===== src/rtl/floo_endsim_pkg.sv =====
// -----------------------------------------------------------------------------
// floo_endsim_pkg
// Shared types and helpers for the FlooNoC end-of-simulation monitor.
//   endsim_state_e : monitor FSM state encoding
//   MinTiles       : smallest legal NumTiles
//   MaxCores       : widest per-tile core vector tile_all_done() accepts
//   tile_all_done  : AND-reduce of the low num_cores bits of a flag vector
// -----------------------------------------------------------------------------
package floo_endsim_pkg;

    typedef enum logic [2:0] {
        ST_IDLE    = 3'd0,
        ST_RUN     = 3'd1,
        ST_DRAIN   = 3'd2,
        ST_FINISH  = 3'd3,
        ST_TIMEOUT = 3'd4
    } endsim_state_e;

    localparam int unsigned MinTiles = 1;
    localparam int unsigned MaxCores = 64;

    // Bits at or above num_cores are don't-care, so callers may zero-extend
    // a narrower core vector into the fixed MaxCores-wide argument.
    function automatic logic tile_all_done(input logic [MaxCores-1:0] flags,
                                           input int unsigned         num_cores);
        logic all_set;
        all_set = 1'b1;
        for (int unsigned i = 0; i < MaxCores; i++) begin
            if ((i < num_cores) && !flags[i]) begin
                all_set = 1'b0;
            end
        end
        return all_set;
    endfunction

endpackage


===== src/rtl/floo_endsim_tile_tracker.sv =====
// -----------------------------------------------------------------------------
// floo_endsim_tile_tracker
// Per-tile completion tracker: AND-reduces the tile's core end flags, holds a
// sticky done flag, and captures the tile error flag and the cycle count on
// the done edge.
// Ports:
//   clk_i, rst_ni   clock, async active-low reset
//   end_of_sim_i    per-core end flags of this tile
//   error_i         tile error flag, captured together with done
//   capture_en_i    monitor is in a state where completions are recorded
//   clear_i         synchronous clear of all captured state
//   cycle_cnt_i     current monitor cycle count (timestamp source)
//   hit_o           combinational: tile completes this cycle
//   done_o          sticky done flag
//   err_o           captured error flag
//   done_cycle_o    captured timestamp
// -----------------------------------------------------------------------------
module floo_endsim_tile_tracker
    import floo_endsim_pkg::*;
#(
    parameter int unsigned NumCores = 9,
    parameter int unsigned CntWidth = 32
) (
    input  logic                clk_i,
    input  logic                rst_ni,
    input  logic [NumCores-1:0] end_of_sim_i,
    input  logic                error_i,
    input  logic                capture_en_i,
    input  logic                clear_i,
    input  logic [CntWidth-1:0] cycle_cnt_i,
    output logic                hit_o,
    output logic                done_o,
    output logic                err_o,
    output logic [CntWidth-1:0] done_cycle_o
);

    logic [MaxCores-1:0] flags_ext;
    logic                all_done;
    logic                done_d, done_q;
    logic                err_d, err_q;
    logic [CntWidth-1:0] stamp_d, stamp_q;

    assign flags_ext = MaxCores'(end_of_sim_i);
    assign all_done  = tile_all_done(flags_ext, NumCores);

    // Only the first completion counts; later re-assertions must not move
    // the timestamp or re-sample the error flag.
    assign hit_o = capture_en_i && all_done && !done_q;

    always_comb begin
        done_d  = done_q;
        err_d   = err_q;
        stamp_d = stamp_q;
        if (clear_i) begin
            done_d  = 1'b0;
            err_d   = 1'b0;
            stamp_d = '0;
        end else if (hit_o) begin
            done_d  = 1'b1;
            err_d   = error_i;
            stamp_d = cycle_cnt_i;
        end
    end

    always_ff @(posedge clk_i or negedge rst_ni) begin
        if (!rst_ni) begin
            done_q  <= 1'b0;
            err_q   <= 1'b0;
            stamp_q <= '0;
        end else begin
            done_q  <= done_d;
            err_q   <= err_d;
            stamp_q <= stamp_d;
        end
    end

    assign done_o       = done_q;
    assign err_o        = err_q;
    assign done_cycle_o = stamp_q;

endmodule


===== src/rtl/floo_endsim_monitor.sv =====
// -----------------------------------------------------------------------------
// floo_endsim_monitor
// Generic end-of-simulation controller for FlooNoC tile-array benches.
// Watches NumTiles x NumCores end flags, decides completion in all/any mode,
// waits DrainCycles, then signals finish; an optional watchdog ends the run
// with a timeout instead.
//
//   state      | meaning
//   -----------+----------------------------------------------------------
//   ST_IDLE    | waiting for enable_i; end flags ignored
//   ST_RUN     | counting cycles, capturing tiles, watchdog armed
//   ST_DRAIN   | completion seen; counting down DrainCycles, still capturing
//   ST_FINISH  | run completed; everything frozen until clear_i
//   ST_TIMEOUT | watchdog expired; everything frozen until clear_i
//
// Ports:
//   clk_i, rst_ni        clock, async active-low reset
//   enable_i             start request (IDLE only)
//   clear_i              return to IDLE (FINISH/TIMEOUT only)
//   end_of_sim_i         per-core end flags, tile t at [t*NumCores +: NumCores]
//   error_i              per-tile error flags
//   tile_done_o          sticky per-tile done
//   tile_done_cycle_o    per-tile done timestamps, tile t at [t*CntWidth +: CntWidth]
//   running_o/draining_o state == RUN / DRAIN
//   finish_o             one-cycle pulse on entry to FINISH
//   done_o / timeout_o   state == FINISH / TIMEOUT
//   fail_o               any captured error, or timeout
//   cycle_cnt_o          saturating RUN/DRAIN cycle count
// -----------------------------------------------------------------------------
module floo_endsim_monitor
    import floo_endsim_pkg::*;
#(
    parameter int unsigned NumTiles      = 4,
    parameter int unsigned NumCores      = 9,
    parameter bit          AnyMode       = 1'b0,
    parameter int unsigned DrainCycles   = 100,
    parameter int unsigned TimeoutCycles = 0,
    parameter int unsigned CntWidth      = 32
) (
    input  logic                         clk_i,
    input  logic                         rst_ni,
    input  logic                         enable_i,
    input  logic                         clear_i,
    input  logic [NumTiles*NumCores-1:0] end_of_sim_i,
    input  logic [NumTiles-1:0]          error_i,
    output logic [NumTiles-1:0]          tile_done_o,
    output logic [NumTiles*CntWidth-1:0] tile_done_cycle_o,
    output logic                         running_o,
    output logic                         draining_o,
    output logic                         finish_o,
    output logic                         done_o,
    output logic                         timeout_o,
    output logic                         fail_o,
    output logic [CntWidth-1:0]          cycle_cnt_o
);

    if (NumTiles < MinTiles) begin : g_bad_num_tiles
        $error("floo_endsim_monitor: NumTiles must be at least 1");
    end
    if (NumCores > MaxCores) begin : g_bad_num_cores
        $error("floo_endsim_monitor: NumCores exceeds MaxCores");
    end

    localparam int unsigned         DrainW      = (DrainCycles > 0) ? $clog2(DrainCycles + 1) : 1;
    localparam logic [DrainW-1:0]   DrainLoad   = DrainW'(DrainCycles);
    localparam logic [CntWidth-1:0] TimeoutLast = (TimeoutCycles == 0) ? '0
                                                : CntWidth'(TimeoutCycles - 1);

    endsim_state_e       state_d, state_q;
    logic [CntWidth-1:0] cycle_cnt_d, cycle_cnt_q;
    logic [DrainW-1:0]   drain_cnt_d, drain_cnt_q;
    logic                finish_d, finish_q;

    logic [NumTiles-1:0] tile_hit;
    logic [NumTiles-1:0] tile_done;
    logic [NumTiles-1:0] tile_err;
    logic [NumTiles-1:0] tile_reached;
    logic                capture_en;
    logic                clear_all;
    logic                cond;

    assign capture_en = (state_q == ST_RUN) || (state_q == ST_DRAIN);
    assign clear_all  = clear_i && ((state_q == ST_FINISH) || (state_q == ST_TIMEOUT));

    for (genvar t = 0; t < NumTiles; t++) begin : g_tile
        floo_endsim_tile_tracker #(
            .NumCores (NumCores),
            .CntWidth (CntWidth)
        ) i_tracker (
            .clk_i        (clk_i),
            .rst_ni       (rst_ni),
            .end_of_sim_i (end_of_sim_i[t*NumCores +: NumCores]),
            .error_i      (error_i[t]),
            .capture_en_i (capture_en),
            .clear_i      (clear_all),
            .cycle_cnt_i  (cycle_cnt_q),
            .hit_o        (tile_hit[t]),
            .done_o       (tile_done[t]),
            .err_o        (tile_err[t]),
            .done_cycle_o (tile_done_cycle_o[t*CntWidth +: CntWidth])
        );
    end

    // Including this cycle's hits lets the FSM react in the completion cycle
    // itself rather than one cycle after the sticky flags update.
    assign tile_reached = tile_done | tile_hit;
    assign cond         = AnyMode ? (|tile_reached) : (&tile_reached);

    always_comb begin
        state_d     = state_q;
        cycle_cnt_d = cycle_cnt_q;
        drain_cnt_d = drain_cnt_q;

        unique case (state_q)
            ST_IDLE: begin
                if (enable_i) begin
                    state_d     = ST_RUN;
                    cycle_cnt_d = '0;
                end
            end
            ST_RUN: begin
                if (cycle_cnt_q != '1) begin
                    cycle_cnt_d = cycle_cnt_q + 1'b1;
                end
                // Completion takes priority over a watchdog expiring in the same cycle.
                if (cond) begin
                    if (DrainCycles == 0) begin
                        state_d = ST_FINISH;
                    end else begin
                        state_d     = ST_DRAIN;
                        drain_cnt_d = DrainLoad;
                    end
                end else if ((TimeoutCycles != 0) && (cycle_cnt_q == TimeoutLast)) begin
                    state_d = ST_TIMEOUT;
                end
            end
            ST_DRAIN: begin
                if (cycle_cnt_q != '1) begin
                    cycle_cnt_d = cycle_cnt_q + 1'b1;
                end
                drain_cnt_d = drain_cnt_q - 1'b1;
                if (drain_cnt_q == DrainW'(1)) begin
                    state_d = ST_FINISH;
                end
            end
            ST_FINISH, ST_TIMEOUT: begin
                if (clear_i) begin
                    state_d     = ST_IDLE;
                    cycle_cnt_d = '0;
                    drain_cnt_d = '0;
                end
            end
            default: begin
                state_d     = ST_IDLE;
                cycle_cnt_d = '0;
                drain_cnt_d = '0;
            end
        endcase

        finish_d = (state_d == ST_FINISH) && (state_q != ST_FINISH);
    end

    always_ff @(posedge clk_i or negedge rst_ni) begin
        if (!rst_ni) begin
            state_q     <= ST_IDLE;
            cycle_cnt_q <= '0;
            drain_cnt_q <= '0;
            finish_q    <= 1'b0;
        end else begin
            state_q     <= state_d;
            cycle_cnt_q <= cycle_cnt_d;
            drain_cnt_q <= drain_cnt_d;
            finish_q    <= finish_d;
        end
    end

    // Outputs decode directly from flops, no combinational input paths.
    assign tile_done_o = tile_done;
    assign running_o   = (state_q == ST_RUN);
    assign draining_o  = (state_q == ST_DRAIN);
    assign finish_o    = finish_q;
    assign done_o      = (state_q == ST_FINISH);
    assign timeout_o   = (state_q == ST_TIMEOUT);
    assign fail_o      = (|tile_err) || (state_q == ST_TIMEOUT);
    assign cycle_cnt_o = cycle_cnt_q;

endmodule


===== config.mk =====
export PLATFORM = sky130hd
export DESIGN_NAME = floo_endsim_monitor
export DESIGN_NICKNAME = d
export VERILOG_FILES = /design/src/rtl/floo_endsim_pkg.sv /design/src/rtl/floo_endsim_tile_tracker.sv /design/src/rtl/floo_endsim_monitor.sv
export SDC_FILE = /design/constraint.sdc
export NUM_CORES = 1
export LEC_CHECK = 0
export CORE_ASPECT_RATIO = 1.1
export CORE_MARGIN = 5
export CORE_UTILIZATION = 49
export CTS_CLUSTER_DIAMETER = 50
export DETAILED_ROUTE_END_ITERATION = 10
export PLACE_DENSITY_LB_ADDON = 0.12
export SYNTH_ARGS = -nofsm -noshare
export SYNTH_HDL_FRONTEND = slang
export SYNTH_SLANG_ARGS = --single-unit
export TNS_END_PERCENT = 100

===== constraint.sdc =====
create_clock -name clk_i -period 2.8 [get_ports clk_i]
set_clock_uncertainty 0.15 [all_clocks]
set_input_delay 0.56 -clock clk_i [delete_from_list [all_inputs] [get_ports clk_i]]
set_output_delay 0.56 -clock clk_i [all_outputs]
set_load 0.05 [all_outputs]

# --- Word-level counts from Yosys, hierarchy flattened ---
# Index checks and enable logic that the tools add are counted.
classes:
  n_addsub: 2
  n_reduce_logical: 28
  bitwise: 2
  eq_ne: 12
  mux: 72
op_table:
  columns: ["op", "n"]
  rows:
  - ["$mux 32", 11]
  - ["$pmux 32 s3", 1]
  - ["$mux 1", 52]
  - ["$add 32x1->32 const B", 1]
  - ["$ne 32x32->1 const B", 1]
  - ["$pmux 7 s4", 1]
  - ["$mux 7", 2]
  - ["$mux 3", 4]
  - ["$pmux 3 s4", 1]
  - ["$logic_and 1x1->1", 10]
  - ["$eq 3x2->1 const B", 3]
  - ["$reduce_bool 2->1", 4]
  - ["$eq 7x1->1 const B", 1]
  - ["$sub 7x1->7 const B", 1]
  - ["$reduce_and 3->1", 2]
  - ["$logic_not 1->1", 4]
  - ["$ne 2x1->1 const B", 2]
  - ["$ne 2x2->1 const B", 2]
  - ["$or 4x4->4", 1]
  - ["$reduce_and 4->1", 1]
  - ["$reduce_or 2->1", 2]
  - ["$reduce_or 4->1", 1]
  - ["$eq 3x1->1 const B", 1]
  - ["$eq 3x3->1 const B", 1]
  - ["other kinds (4)", 6]
totals:
  out_inout_bits: 170
  inputBits: 44
  elab_cells: 132
  ff_bits: 179

# --- Depth between registers and ports, before layout ---
# Gate-level depths: netlist of run 1.
depth:
  depth_word: 17
  ltp_mapped: 10

# --- Modules after synthesis ---
# From an unflattened synthesis of run 1, not the netlist that was laid out.
hier_totals:
  cells_unflattened: 910
  hier_area_um2: 9746.8
modules_own_cells:
  columns: ["mod", "seq_area_each_um2", "cells_each", "area_per_inst_um2", "instances"]
  rows:
  - ["floo_endsim_tile_tracker", 850.8, 151, 1736.7, 4]
  - ["floo_endsim_monitor", 1076.0, 306, 2800.2, 1]

# --- Least setup slack after synthesis of run 1 ---
# No wires, ideal clock.
synth_timing:
  kind: "reg2reg"
  from: "register cycle_cnt_q[14], in the netlist cycle_cnt_o[14]"
  to: "register cycle_cnt_q[2], in the netlist cycle_cnt_o[2]"
  t_arrival_ns: 2.224
  required_ns: 2.569
  setup_slack_ns: 0.345
  path_stages_with_launch: 10
  path_cell_list: "dfrtp_1 > buf_2 > nand4_4 > nor4_4 > and4_1 > buf_6 > buf_6 > buf_6 > o21ai_1 > o21ai_1"
synth_via:
  elab_chain_len: 3
synth_rtl:
  columns: ["item", "line_no", "text"]
  rows:
  - ["from (decl)", "floo_endsim_monitor.sv:70", "logic [CntWidth-1:0] cycle_cnt_d, cycle_cnt_q;"]
  - ["from (signal assigned)", "floo_endsim_monitor.sv:171", "cycle_cnt_q <= cycle_cnt_d;"]
  - ["$ne 32x32->1", "floo_endsim_monitor.sv:122, floo_endsim_monitor.sv:138", null]
  - ["$ne 2x1->1 (no line)", null, null]
  - ["$reduce_and 3->1 (no line)", null, null]
# No other way between the ends.
# A chain may end at the register's enable or synchronous reset.

# --- Final worst setup path of run 1 ---
layout_timing:
  from: "register state_q[1]"
  to: "output port draining_o"
layout_via:
  elab_chain_len: 1
layout_rtl:
  columns: ["item", "line_no", "text"]
  rows:
  - ["from (decl)", "floo_endsim_monitor.sv:69", "endsim_state_e state_d, state_q;"]
  - ["from (signal assigned)", "floo_endsim_monitor.sv:170", "state_q <= state_d;"]
  - ["$eq 3x2->1", "floo_endsim_monitor.sv:180", "assign draining_o = (state_q == ST_DRAIN);"]
  - ["to (decl)", "floo_endsim_monitor.sv:49", "output logic draining_o,"]
# No other way between the ends.

==> flow_summary.json, run 1 <==
{
  "status": "complete, no violations",
  "async_flop_share_pct": 100,
  "vias": 7518,
  "drive_above_1_share_pct": 9.07,
  "synth_top_area_share_pct": 54.1,
  "yosysWarnings": 0,
  "synth_area_um2": 8270,
  "synth.most_common_cell": "nand2_1",
  "whs_ps": 348,
  "grt_max_degree": 69,
  "preCtsSetupSlack_ps": 99.5,
  "core-area_um2": 16500,
  "cts_tree": "built",
  "r2r_cells": 4,
  "ant_nets": 0,
  "setup_violations": 0,
  "final_area_um2": 11400,
  "boundaryPins": 214,
  "instances_no_fill": 1339,
  "grt_pass1_vias": 7316,
  "synth_edf_count": 0,
  "port_buffers": 213,
  "root_buffer": "clkbuf_16",
  "r2r_start": "state_q[2]$_DFF_PN0_",
  "crit_path_max_fanout": 15,
  "die_area_um2": 19600,
  "fin_total_pwr_mw": 6.71,
  "gp_congestion": 0.848,
  "ys_types": 57,
  "postCtsResizedCells": 0,
  "regToRegSetupSlack_ps": 290,
  "period_needed_ps": 2700,
  "cts_buffer_depth": 2,
  "hp-class": "flop to flop",
  "relSlewSlack_pct": 55.4,
  "synth_top_area_cell": "dfrtp_1",
  "grt_pass1_wl_um": 38900,
  "fin_setup_tns_ps": 0,
  "syn2layout_area_growth_pct": 38.0,
  "drt_iter0_markers": 538,
  "hold_path_depth": 2,
  "clk_pin_slew_ps": 70,
  "start_util_pct": 50.2,
  "leakage_nw": 5.18,
  "min_to": "drain_cnt_q[6]$_DFFE_PN0P_",
  "drv_cap": 0,
  "place_area_um2": 10800,
  "post-cts-setup-buffers": 0,
  "antenna_found_initial": 0,
  "yosys-top-cells-area": "dfrtp_1 54%, nand2_1 10%, a21oi_1 7.1%",
  "final.period_utilization_pct": 96.5,
  "syn_nets": 956,
  "regToRegEndpoint": "state_q[0]$_DFF_PN0_",
  "rsz0062_at_grt": "false",
  "path_class": "flop to primary output",
  "antenna_cells": 0,
  "end_kind": "primary output",
  "synthFlopType": "dfrtp_1",
  "synthCells": 909,
  "min-delay-start": "drain_cnt_q[6]$_DFFE_PN0P_",
  "cts_sinks": 179,
  "fmax_ghz": 0.370,
  "yosysSeqAreaShare_pct": 54.1,
  "cts-buffers-inserted": 17,
  "grtUsageTotal_pct": 24.7,
  "powerDensity_nw_per_um2": 587,
  "cts_hold_buffers": 1,
  "required_ps": 2090,
  "cp.arrival_ps": 1990,
  "ir_drop_mv": 0.470,
  "tightest_slew_ps": 670,
  "h-tree-depth": 4,
  "ys_ff_latch": 179,
  "wl_per_cell_um": 17.8,
  "fin_nets": 1169,
  "die_x_um": 134,
  "drc_errors": 0,
  "viasPerCell": 5.61,
  "grt-ovfl-total": 0,
  "post-dp-hpwl_um": 16400,
  "n_fill_cell": 1277,
  "firstDrtPassIters": 6,
  "wl_um": 23900,
  "syn_avg_cell_area_um2": 9.10,
  "die_h_um": 146,
  "rows": 49,
  "fin_util_pct": 69.2,
  "dp.cells": 1306,
  "setup_ws_ps": 98.0,
  "final_max_slew_viol_count": 0,
  "ys_top_cells_by_count": "231 x nand2_1, 179 x dfrtp_1, 117 x a21oi_1, 49 x nor2_1, 35 x clkbuf_1",
  "hold_viol_final": 0,
  "clk-insertion-delay-late_ps": 430,
  "cp-start-kind": "flop"
}
-- state kept, by name, summed over array words and instances (netlist names) --
name and flops:
g_tile.i_tracker.done_o 4, g_tile.i_tracker.err_o 4, finish_o 1, drain_cnt_q 7, g_tile.i_tracker.done_cycle_o 128, cycle_cnt_o 32, state_q 3
-- layout by cell type, fill, tap and decap left out, types with 10 or more instances in the layout --
cell,count
nand2_1,231
clkdlybuf4s50_1,207
dfrtp_1,179
a21oi_1,117
buf_4,55
nor2_1,49
o21ai_0,31
nand3_1,26
mux2i_1,26
inv_1,19
nand4_1,18
clkbuf_16,17
and3_1,14
or3_1,12
o31ai_1,10
-- critical path, stage by stage, from the launching register on --
cell     delay [ps]
dfrtp_1         390
buf_4           230
inv_1            90
or3_1           460
inv_1           220
buf_12          170
-- area by class of cell --
class | count | area [µm²] | area share (%)
Sequential cell | 179 | 4480 | 39.2
Multi-Input combinational cell | 634 | 3340 | 29.3
Timing Repair Buffer | 271 | 2650 | 23.2
Clock buffer | 19 | 443 | 3.88
Tap cell | 204 | 255 | 2.24
Clock inverter | 13 | 176 | 1.55
Inverter | 19 | 71.3 | 0.625
-- metal layers --
| layer | vias to the layer above | global-route usage (%) | wire length [µm] |
|---|---|---|---|
| met4 | 0 | 6.22 | 334 |
| met3 | 25 | 5.68 | 1650 |
| met2 | 282 | 39.8 | 11700 |
| met5 | - | 0 | 0 |
| met1 | 3665 | 33.9 | 10200 |
| li1 | 3546 | - | - |
-- report_power, final --
| part | switching [mW] | internal (mW) |
|---|---|---|
| sequential | 0.124 | 2.70 |
| combinational | 0.885 | 0.499 |
| clock | 1.05 | 1.44 |
-- cell families after synthesis --
| family | share of synthesized area (%) |
|---|---|
| mux | 3.15 |
| buf+inv | 5.55 |
| simple gates | 22.2 |
| fa+ha+maj | 0.454 |
| flops | 54.1 |
| compound gates | 14.1 |
| xor+xnor | 0.408 |
-- worst max-delay path by stage --
stage | startpoint | endpoint | slack [ps] | cells after the start
4_1_cts | state_q[1]$_DFF_PN0_ | draining_o | 110 | 5
3_3_place_gp | clear_i | cycle_cnt_o[24]$_DFFE_PN0P_ | 160 | 6
5_1_grt | state_q[1]$_DFF_PN0_ | draining_o | 20 | 5
2_1_floorplan | cycle_cnt_o[14]$_DFFE_PN0P_ | cycle_cnt_o[2]$_DFFE_PN0P_ | 340 | 9
6_report | state_q[1]$_DFF_PN0_ | draining_o | 100 | 5
3_5_place_dp | end_of_sim_i[14] | state_q[0]$_DFF_PN0_ | 100 | 6
(Power assumes the default switching activity.)
==> inputs of run 2 (changes only) <==
--- a/config.mk
+++ b/config.mk
@@ -5,9 +5,11 @@
 export SDC_FILE = /design/constraint.sdc
 export NUM_CORES = 1
 export LEC_CHECK = 0
+export CELL_PAD_IN_SITES_DETAIL_PLACEMENT = 0
+export CELL_PAD_IN_SITES_GLOBAL_PLACEMENT = 1
 export CORE_ASPECT_RATIO = 1.1
 export CORE_MARGIN = 5
-export CORE_UTILIZATION = 49
+export CORE_UTILIZATION = 37
 export CTS_CLUSTER_DIAMETER = 50
 export DETAILED_ROUTE_END_ITERATION = 10
 export PLACE_DENSITY_LB_ADDON = 0.12
==> run 2 against run 1 <==
  * Utilization shrank 17 points
  * Count of clock-buffer cells in the layout is 1 lower
  * Sequential power about the same
==> flow_summary.json, run 2 (same netlist as run 1, synthesis figures left out) <==
{
  "status": "complete, no violations",
  "antenna_found_initial": 0,
  "cts-buffers-inserted": 17,
  "critical_path_depth": 5,
  "mostFrequentLayoutCells": "231 x nand2_1, 207 x clkdlybuf4s50_1, 179 x dfrtp_1",
  "hold_path_depth": 2,
  "syn2layout_area_growth_pct": 39.3,
  "crit_path_max_fanout": 15,
  "die_area_um2": 25500,
  "cp_num_buf_inv": 4,
  "place_area_um2": 10900,
  "vias": 7402,
  "crit_slowest_cell": "or3_1",
  "cts_tree": "built",
  "drt_iter0_markers": 346,
  "largest_register_ffs": 128,
  "grt_max_degree": 64,
  "setup_violations": 0,
  "drv_cap": 0,
  "post-dp-hpwl_um": 17800,
  "grtUsageTotal_pct": 20.3,
  "busiest_layer": "met2",
  "seqCellArea_um2": 4480,
  "n_fill_cell": 2044,
  "crit_family": "buffers and inverters",
  "clockPowerShare_pct": 35.2,
  "relSlewSlack_pct": 55.2,
  "fin_setup_tns_ps": 0,
  "leakage_nw": 5.18,
  "multi_input_area_um2": 3340,
  "min-delay-start": "drain_cnt_q[6]$_DFFE_PN0P_",
  "drive_above_1_share_pct": 9.73,
  "final_max_slew_viol_count": 0,
  "internal_power_mw": 4.41,
  "cp.arrival_ps": 1950,
  "tightest_slew_ps": 672,
  "fmax_ghz": 0.376,
  "r2r_cells": 7,
  "required_ps": 2090,
  "port_buffers": 213,
  "fin_nets": 1175,
  "path_cells": "buf_4 -> inv_1 -> or3_1 -> inv_2 -> buf_12",
  "cp-start-kind": "flop",
  "powerDensity_nw_per_um2": 570,
  "ant_nets": 0,
  "cts_buffer_depth": 2,
  "path_class": "flop to primary output",
  "cp_slowest_stage_delay_ps": 490,
  "seqPwrFrac_pct": 42.8,
  "wl_per_cell_um": 18.2,
  "root_buffer": "clkbuf_16",
  "period_needed_ps": 2660,
  "gp_congestion": 0.802,
  "viasPerCell": 5.15,
  "wl_um": 26100,
  "clk_pin_slew_ps": 70,
  "h-tree-depth": 4,
  "core-area_um2": 22000,
  "grt-ovfl-total": 0,
  "die_h_um": 167,
  "crit_start": "state_q[1]$_DFF_PN0_",
  "grt_pass1_vias": 7470,
  "use_met2_pct": 35.3,
  "rows": 57,
  "use_met3_pct": 4.96,
  "gr-usage-met1_pct": 25.7,
  "r2r_start": "state_q[1]$_DFF_PN0_",
  "hp-class": "flop to flop",
  "firstDrtPassIters": 5,
  "start_util_pct": 37.5,
  "hold_viol_final": 0,
  "final.period_utilization_pct": 95.0,
  "grt_pass1_wl_um": 41900,
  "post-cts-setup-buffers": 0,
  "ir_drop_mv": 0.402,
  "die_x_um": 153,
  "mostFrequentLayoutCell": "nand2_1",
  "end_kind": "primary output",
  "p_switching_mw": 2.16,
  "drc_errors": 0,
  "rsz0062_at_grt": "false",
  "final_area_um2": 11500,
  "swShare_pct": 32.9,
  "comb_power_share_pct": 22.0,
  "clk-insertion-delay-late_ps": 430,
  "boundaryPins": 214,
  "antenna_cells": 0,
  "cts_sinks": 179
}
-- run 2: repair_timing --
action                                  CTS  global route
endpoints found under the hold margin    37             0
endpoints found under the setup margin    0             1
hold buffers                              1             0
resized for setup                         0             1
-- run 2: layer usage --
metal | up-vias | routed length [µm] | share of wire (%)
li1 | 3569 | - | -
met1 | 3639 | 11400 | 43
met2 | 171 | 13100 | 50
met3 | 23 | 1340 | 5.1
met4 | 0 | 371 | 1.4
met5 | - | 0 | 0
-- run 2: layout make-up --
| cell class | count | share of cell area, % |
|---|---|---|
| clock buffers | 18 | 3.72 |
| clock inverters | 14 | 1.18 |
| inverters | 19 | 0.619 |
| multi-input cells | 634 | 29.0 |
| flip-flops and latches | 179 | 38.9 |
| well taps | 295 | 3.20 |
| repair buffers | 277 | 23.4 |
-- run 2: final timing paths --
path / end / slack (ps)
min: drain_cnt_q[6]$_DFFE_PN0P_ / 350
max: draining_o / 140
min reg2reg: drain_cnt_q[6]$_DFFE_PN0P_ / 350
min in group asynchronous: drain_cnt_q[6]$_DFFE_PN0P_ / 520
max in group asynchronous: g_tile[0].i_tracker.done_cycle_o[20]$_DFFE_PN0P_ / 1240
max reg2reg: g_tile[3].i_tracker.done_cycle_o[15]$_DFFE_PN0P_ / 330
-- run 2: power groups by stage --
stage / logic [mW] / registers, mW / clock network [mW]
5_1_grt: 1.57 / 2.83 / 2.49
6_report: 1.45 / 2.81 / 2.31
2_1_floorplan: 0.622 / 3.06 / 0
3_5_place_dp: 1.45 / 2.86 / 0
3_3_place_gp: 1.45 / 2.86 / 0
4_1_cts: 1.46 / 2.81 / 2.38
-- run 2: worst register-to-register path, stage by stage (launching register included) --
cell	delay (ps)
dfrtp_1	410
xnor2_2	360
nor2_1	190
buf_4	250
nand4b_1	110
buf_4	550
mux2i_1	280
nor2_1	50
-- run 2: through the flow --
stage | hold WS [ps] | setup WS, ps | std cells | power [mW] | util [%]
final | 349 | 140 | 1436 | 6.57 | 52.3
after global routing | 386 | 53.5 | 1436 | 6.90 | 52.3
after global placement | 335 | 52.9 | 1403 | 4.31 | 49.7
after detailed placement | 341 | 99.5 | 1403 | 4.31 | 49.7
after floorplan | 114 | 345 | 909 | 3.68 | -
after CTS | 359 | 60.1 | 1436 | 6.65 | 52.3
